`src/rtl/rsa_stream_loader.sv`:
```
// rtl/rsa_stream_loader.sv - byte-stream operand loader and result unloader for an RSA exponentiation core
// Optional core watchdog enabled by defining LOADER_TIMEOUT_EN.

module rsa_stream_loader #(
  parameter logic [23:0] TIMEOUT_CYCLES = 24'd1000000
) (
  input  logic         clk,
  input  logic         reset,
  input  logic [7:0]   in_data_i,
  input  logic         in_valid_i,
  output logic         in_ready_o,
  output logic [7:0]   out_data_o,
  output logic         out_valid_o,
  input  logic         out_ready_i,
  output logic [255:0] core_N_o,
  output logic [255:0] core_d_o,
  output logic [255:0] core_M_o,
  output logic         core_start_o,
  input  logic         core_ready_i,
  input  logic [255:0] core_S_i,
  output logic         busy_o,
  output logic         err_o
);

  localparam logic [3:0] S_LOAD_N    = 4'd0;
  localparam logic [3:0] S_LOAD_D    = 4'd1;
  localparam logic [3:0] S_LOAD_M    = 4'd2;
  localparam logic [3:0] S_START     = 4'd3;
  localparam logic [3:0] S_WAIT_BUSY = 4'd4;
  localparam logic [3:0] S_WAIT_DONE = 4'd5;
  localparam logic [3:0] S_CAPTURE   = 4'd6;
  localparam logic [3:0] S_SEND      = 4'd7;
`ifdef LOADER_TIMEOUT_EN
  localparam logic [3:0] S_ERR       = 4'd8;
`endif

  logic [3:0]   r_state;
  logic [4:0]   r_cnt;
  logic [255:0] r_n;
  logic [255:0] r_d;
  logic [255:0] r_m;
  logic [255:0] r_shift;
  logic         w_in_fire;
  logic         w_out_fire;
  logic         w_last_byte;

  assign in_ready_o   = (r_state == S_LOAD_N) || (r_state == S_LOAD_D) || (r_state == S_LOAD_M);
  assign out_valid_o  = (r_state == S_SEND);
  assign out_data_o   = r_shift[255:248];
  assign core_start_o = (r_state == S_START);
  assign busy_o       = !((r_state == S_LOAD_N) && (r_cnt == 5'd0));
  assign core_N_o     = r_n;
  assign core_d_o     = r_d;
  assign core_M_o     = r_m;

  assign w_in_fire   = in_valid_i && in_ready_o;
  assign w_out_fire  = out_valid_o && out_ready_i;
  assign w_last_byte = (r_cnt == 5'd31);

`ifdef LOADER_TIMEOUT_EN
  logic [23:0] r_to;
  logic        w_to_hit;

  assign w_to_hit = ((r_to + 24'd1) == TIMEOUT_CYCLES);
  assign err_o    = (r_state == S_ERR);

  // Cleared in START so the count starts fresh on entry to WAIT_BUSY.
  always_ff @(posedge clk) begin
    if (reset) begin
      r_to <= 24'd0;
    end else if (r_state == S_START) begin
      r_to <= 24'd0;
    end else if ((r_state == S_WAIT_BUSY) || (r_state == S_WAIT_DONE)) begin
      r_to <= r_to + 24'd1;
    end
  end
`else
  logic w_timeout_unused;
  assign w_timeout_unused = ^TIMEOUT_CYCLES;
  assign err_o            = 1'b0;
`endif

  always_ff @(posedge clk) begin
    if (reset) begin
      r_state <= S_LOAD_N;
      r_cnt   <= 5'd0;
      r_n     <= '0;
      r_d     <= '0;
      r_m     <= '0;
      r_shift <= '0;
    end else begin
      case (r_state)
        S_LOAD_N: if (w_in_fire) begin
          r_n   <= {r_n[247:0], in_data_i};
          r_cnt <= r_cnt + 5'd1;
          if (w_last_byte) r_state <= S_LOAD_D;
        end
        S_LOAD_D: if (w_in_fire) begin
          r_d   <= {r_d[247:0], in_data_i};
          r_cnt <= r_cnt + 5'd1;
          if (w_last_byte) r_state <= S_LOAD_M;
        end
        S_LOAD_M: if (w_in_fire) begin
          r_m   <= {r_m[247:0], in_data_i};
          r_cnt <= r_cnt + 5'd1;
          if (w_last_byte) r_state <= S_START;
        end
        S_START: r_state <= S_WAIT_BUSY;
        S_WAIT_BUSY: begin
          if (!core_ready_i) r_state <= S_WAIT_DONE;
`ifdef LOADER_TIMEOUT_EN
          if (w_to_hit) r_state <= S_ERR;
`endif
        end
        S_WAIT_DONE: begin
          if (core_ready_i) r_state <= S_CAPTURE;
`ifdef LOADER_TIMEOUT_EN
          if (w_to_hit) r_state <= S_ERR;
`endif
        end
        // The core updates its result one edge after ready rises, so sample it here.
        S_CAPTURE: begin
          r_shift <= core_S_i;
          r_state <= S_SEND;
        end
        S_SEND: if (w_out_fire) begin
          r_shift <= {r_shift[247:0], 8'h00};
          r_cnt   <= r_cnt + 5'd1;
          if (w_last_byte) r_state <= S_LOAD_N;
        end
`ifdef LOADER_TIMEOUT_EN
        S_ERR: r_state <= S_ERR;
`endif
        default: r_state <= S_LOAD_N;
      endcase
    end
  end

endmodule

```
`config.mk`:
```
export PLATFORM = sky130hd
export DESIGN_NAME = rsa_stream_loader
export DESIGN_NICKNAME = d
export VERILOG_FILES = /design/src/rtl/rsa_stream_loader.sv
export SDC_FILE = /design/constraint.sdc
export NUM_CORES = 2
export LEC_CHECK = 0
export ABC_AREA = 1
export CAP_MARGIN = 15
export CORE_AREA = 3 3 410 412
export CTS_CLUSTER_SIZE = 16
export DETAILED_ROUTE_END_ITERATION = 10
export DIE_AREA = 0 0 413 415
export PLACE_DENSITY = 0.42
export SYNTH_ARGS = -nofsm -noshare
export SYNTH_HDL_FRONTEND = slang
export SYNTH_SLANG_ARGS = --single-unit
```
`constraint.sdc`:
```
create_clock -name clk -period 2.05 [get_ports clk]
set_input_delay 0.205 -clock clk [delete_from_list [all_inputs] [get_ports clk]]
set_output_delay 0.205 -clock clk [all_outputs]
set_load 0.03 [all_outputs]
```
Word level (Yosys, flattened, before mapping)
Index checks and enable logic that the tools add are counted.
{ "op_classes": {"add_sub_neg": 1, "n_eq_ne": 19, "n_mux": 16, "n_reduce_logical": 17} }
{ "ops": {"columns": ["cell", "n"], "rows": [
  ["256-bit one-hot mux with 2 select lines", 1],
  ["256-bit two-way mux", 1],
  ["4-bit two-way mux", 10],
  ["4-bit one-hot mux with 8 select lines", 1],
  ["4-bit by 3-bit == test with 1-bit output (second input constant)", 4],
  ["2-bit inequality test (second input constant)", 8],
  ["5-bit two-way mux", 2],
  ["5-bit one-hot mux with 2 select lines", 1],
  ["10-bit AND reduction", 1],
  ["4-bit by 2-bit == test with 1-bit output (second input constant)", 2],
  ["2-bit AND reduction", 4],
  ["2-bit by 1-bit inequality test with 1-bit output (second input constant)", 3],
  ["5-bit by 1-bit adder with 5-bit output (second input constant)", 1],
  ["5-bit == test (second input constant)", 1],
  ["5-bit zero test", 1],
  ["4-bit by 1-bit == test with 1-bit output (second input constant)", 1],
  ["4-bit zero test", 1],
  ["2-bit nonzero test", 2],
  ["1-bit logical AND", 3],
  ["3-bit AND reduction", 1],
  ["3-bit OR reduction", 1],
  ["1-bit logical OR", 2],
  ["1-bit zero test", 1]
]} }
{ "totals": {"regBits": 1033, "input_bits": 269, "output_inout_bits": 781, "wordCells": 59} }

Logic depth before layout (Yosys ltp)
{ "depth": {"word_depth": 6, "mapped_depth": 10} }

Worst setup path before layout
Ideal clock, no wire load.
{ "synth_timing": {"path_kind": "register to output", "startpoint": "reg r_state[2]", "endpoint": "out busy_o", "arrival_time_ns": 1.351, "path_slack_ns": 0.494, "path_stages_with_launch": 5, "path_buffers": 2, "cell_sequence": "dfxtp_1 -> buf_2 -> nor3_2 -> clkbuf_1 -> nand4_1"} }
{ "synth_between": {"elab_chain_len": 3} }
{ "synth_rtl": {"columns": ["item", "line", "rtl"], "rows": [
  ["start, declared", "37", "logic [3:0] r_state;"],
  ["start signal, assigned", "85", "r_state <= S_LOAD_N;"],
  ["start signal, assigned", "96", "if (w_last_byte) r_state <= S_LOAD_D;"],
  ["start signal, assigned", "101", "if (w_last_byte) r_state <= S_LOAD_M;"],
  ["4-bit zero test", "51", "assign busy_o = !((r_state == S_LOAD_N) && (r_cnt == 5'd0));"],
  ["1-bit logical AND", "51", null],
  ["1-bit zero test", "51", null],
  ["end, declared", "21", "output logic busy_o,"]
]} }
No other way between the ends.

Worst setup path in the final report
Ends and elaborated chain as after synthesis.

==> impl_metrics.toml <==
[finish]
multi_input_area_sq_um = 16000
seq_area_sq_um = 20700
drive_gt1_frac = 0.0682
fillCellCount = 17600
layout_commonest_cell = "nor2_1"
final_util = 0.340
mostFrequentLayoutCells = "nor2_1, dfxtp_1, nand2_1, dlygate4sd2_1, nand3_1"
fin_nets = 6068
syn2layout_area_growth_pct = 44.5

[setup_path]
startpoint_type = "register"
worstPathCellList = "buf_12, nor3_4, nand4_1, buf_6"
arrival_ns = 1.80
cp_max_fo = 5
crit_path_start = "r_state[2]"
critPathMaxStageDelay_ns = 0.37
cp-end-kind = "primary output"
worstReg2RegStart = "r_state[2]"
cpMaxStageDelayCell = "dfxtp_4"
crit_type = "reg -> out"
required_ns = 1.85
ff2ff_path_depth = 6

[drt]
initialDrtViolationCount = 2449
vias = 36400
drc_errors = 0
finalWirelength_mm = 171
dr.pass1.iters = 7
wl_per_cell_um = 21.1
via_per_inst = 4.49
drtAntennaViolNets = 0

[grt]
antenna_found_initial = 37
grt_pass1_vias = 35100
grt_pass1_wl_mm = 244
grt_usage = 0.189
grt_max_degree = 210
global_route.overflow_total = 0

[yosys]
synthXorXnorAreaFrac = 0.000226
synth-simple-area-share = 0.245
netlist_area_sq_um = 38800
ys_seq_area_frac = 0.533
postSynthCellCount = 4867
synth_compound_area_frac = 0.166
avgSynthCellArea_sq_um = 7.96
ys_ff_latch = 1032
synth-adder-area-share = 0.000969
synth_top_family_by_area = "simple AND/OR/NAND/NOR gates"
yosys_warnings = 0
synth.distinct_cells = 25
syn-num-nets = 5139
synth.area.mux_share = 0

[cts]
cts_buffers = 130
root_buffer = "clkbuf_16"
clk-insertion-delay-late_ns = 0.74
htree_levels = 4
clock-sinks = 1032
clockBufferDepth = 3
clk_pin_slew_ns = 0.06
cts_tree = "yes"

[die]
die_area_sq_um = 171000
rows = 149
io-pin-count = 1050
start_util = 0.235
core_sq_um = 165000
die_w_um = 413
fp.dieH_um = 415

[min_path]
min_delay_path_depth = 3
hold_path_class = "in -> reg"
min-delay-start = "core_S_i[5]"

[sta]
skew_ns = 0.0426
finalCritPeriodShare = 0.979
hold_viol_final = 0
fmax_mhz = 498
setup_tns_ns = 0
finalSetupViolCount = 0
max_slew_margin = 0.198
rsz0062_at_grt = "yes"
timing.final.crit_period_ns = 2.01
maxSlewViolCount = 0
worstMarginPinSlew_ns = 1.20

[power_and_ir_drop]
power_density_nw_per_um2 = 810
power_mw = 45.4
vdd_drop_max_mv = 0.722
power_leakage_nw = 25.7

[placed_design]
portBuffers = 1048
place_congestion = 0.843
dpl.hpwl_mm = 123

[job]
drv_cap = 0

[outcome]
status = "finished clean"
==> metal layers <==
metal  GRT usage  part of all wire  wire, um
met1       0.224              0.41     70700
met2       0.312              0.47     80600
met3      0.0728             0.084     14400
met4      0.0596             0.030      5150
met5           0           0.00063       107
==> per-stage QoR <==
stage               setup slack (ns)  cell area [sq um]  std cells  hold slack [ns]
floorplan                      0.494              38800       4867            0.369
global placement              0.0792              52100       7834            0.448
detailed placement            0.0607              52100       7834            0.447
CTS                           -0.196              55800       8075           0.0128
global route                  -0.100              56000       8090           0.0490
finish                        0.0439              56000       8104           0.0958
==> path summary, 6_finish.rpt <==
kind / to / slack, ns
hold / removal: r_shift[5] / 0.1
setup reg to reg: core_d_o[14] / 0.16
setup / recovery: busy_o / 0.04
hold reg to reg: r_shift[247] / 0.45
==> layout make-up <==
class	instances	area share
antenna	22	0.000983
multi-input combinational	3384	0.286
clock buffer	192	0.0682
sequential	1032	0.369
clock inverter	37	0.0101
timing repair buffer	1230	0.215
inverter	18	0.00183
tap	2189	0.0489
==> power by group <==
part | switching, mW | internal [mW] | total [mW]
combinational | 1.01 | 0.786 | 1.79
sequential | 0.0223 | 20.1 | 20.1
clock | 9.44 | 14.0 | 23.5
==> sequential cells by signal, indices dropped and copies added (netlist names) <==
signal    cells
core_N_o    256
core_M_o    256
core_d_o    256
r_cnt         5
r_state       3
r_shift     256
==> worst max-delay path: cells and delay by family, from the launching register on <==
kind,cells,cell delay (ns)
buffers and inverters,2,0.31
DFF,1,0.37
and+or+nand+nor,2,0.40
==> cell families (layout without fill, tap and decap cells) <==
family          count (synthesis)  count (layout)
simple gates                 2343            2343
compound gates               1036            1036
flops                        1032            1032
buf+inv                       451            1477
fa+ha+maj                       3               3
other cells                     1              23
xor+xnor                        1               1
==> what timing repair did <==
item	in CTS	in global routing
resized for setup	729	36
cloned	2	1
endpoints found under the setup margin	720	36
pin swaps	1	2
hold endpoints to repair	29	0
hold buffers	6	0
setup buffers	4	8
==> Yosys cell counts (all sizes together) <==
| library cell | number | share of area |
|---|---|---|
| clkbuf | 225 | 0.022 |
| nand3 | 518 | 0.067 |
| inv | 18 | 0.0017 |
| buf | 208 | 0.032 |
| a31oi | 1 | 0.00016 |
| nor2 | 1039 | 0.10 |
| nand2 | 781 | 0.076 |
| nand4 | 3 | 0.00048 |
| ha | 3 | 0.00097 |
| a21oi | 270 | 0.035 |
| conb | 1 | 0.000097 |
| o211a | 246 | 0.064 |
| xor2 | 1 | 0.00023 |
| or2 | 1 | 0.00016 |
| o21ai | 519 | 0.067 |
| nor3 | 1 | 0.00026 |
| dfxtp | 1032 | 0.53 |
No activity file was read; power rests on OpenSTA's default activity.
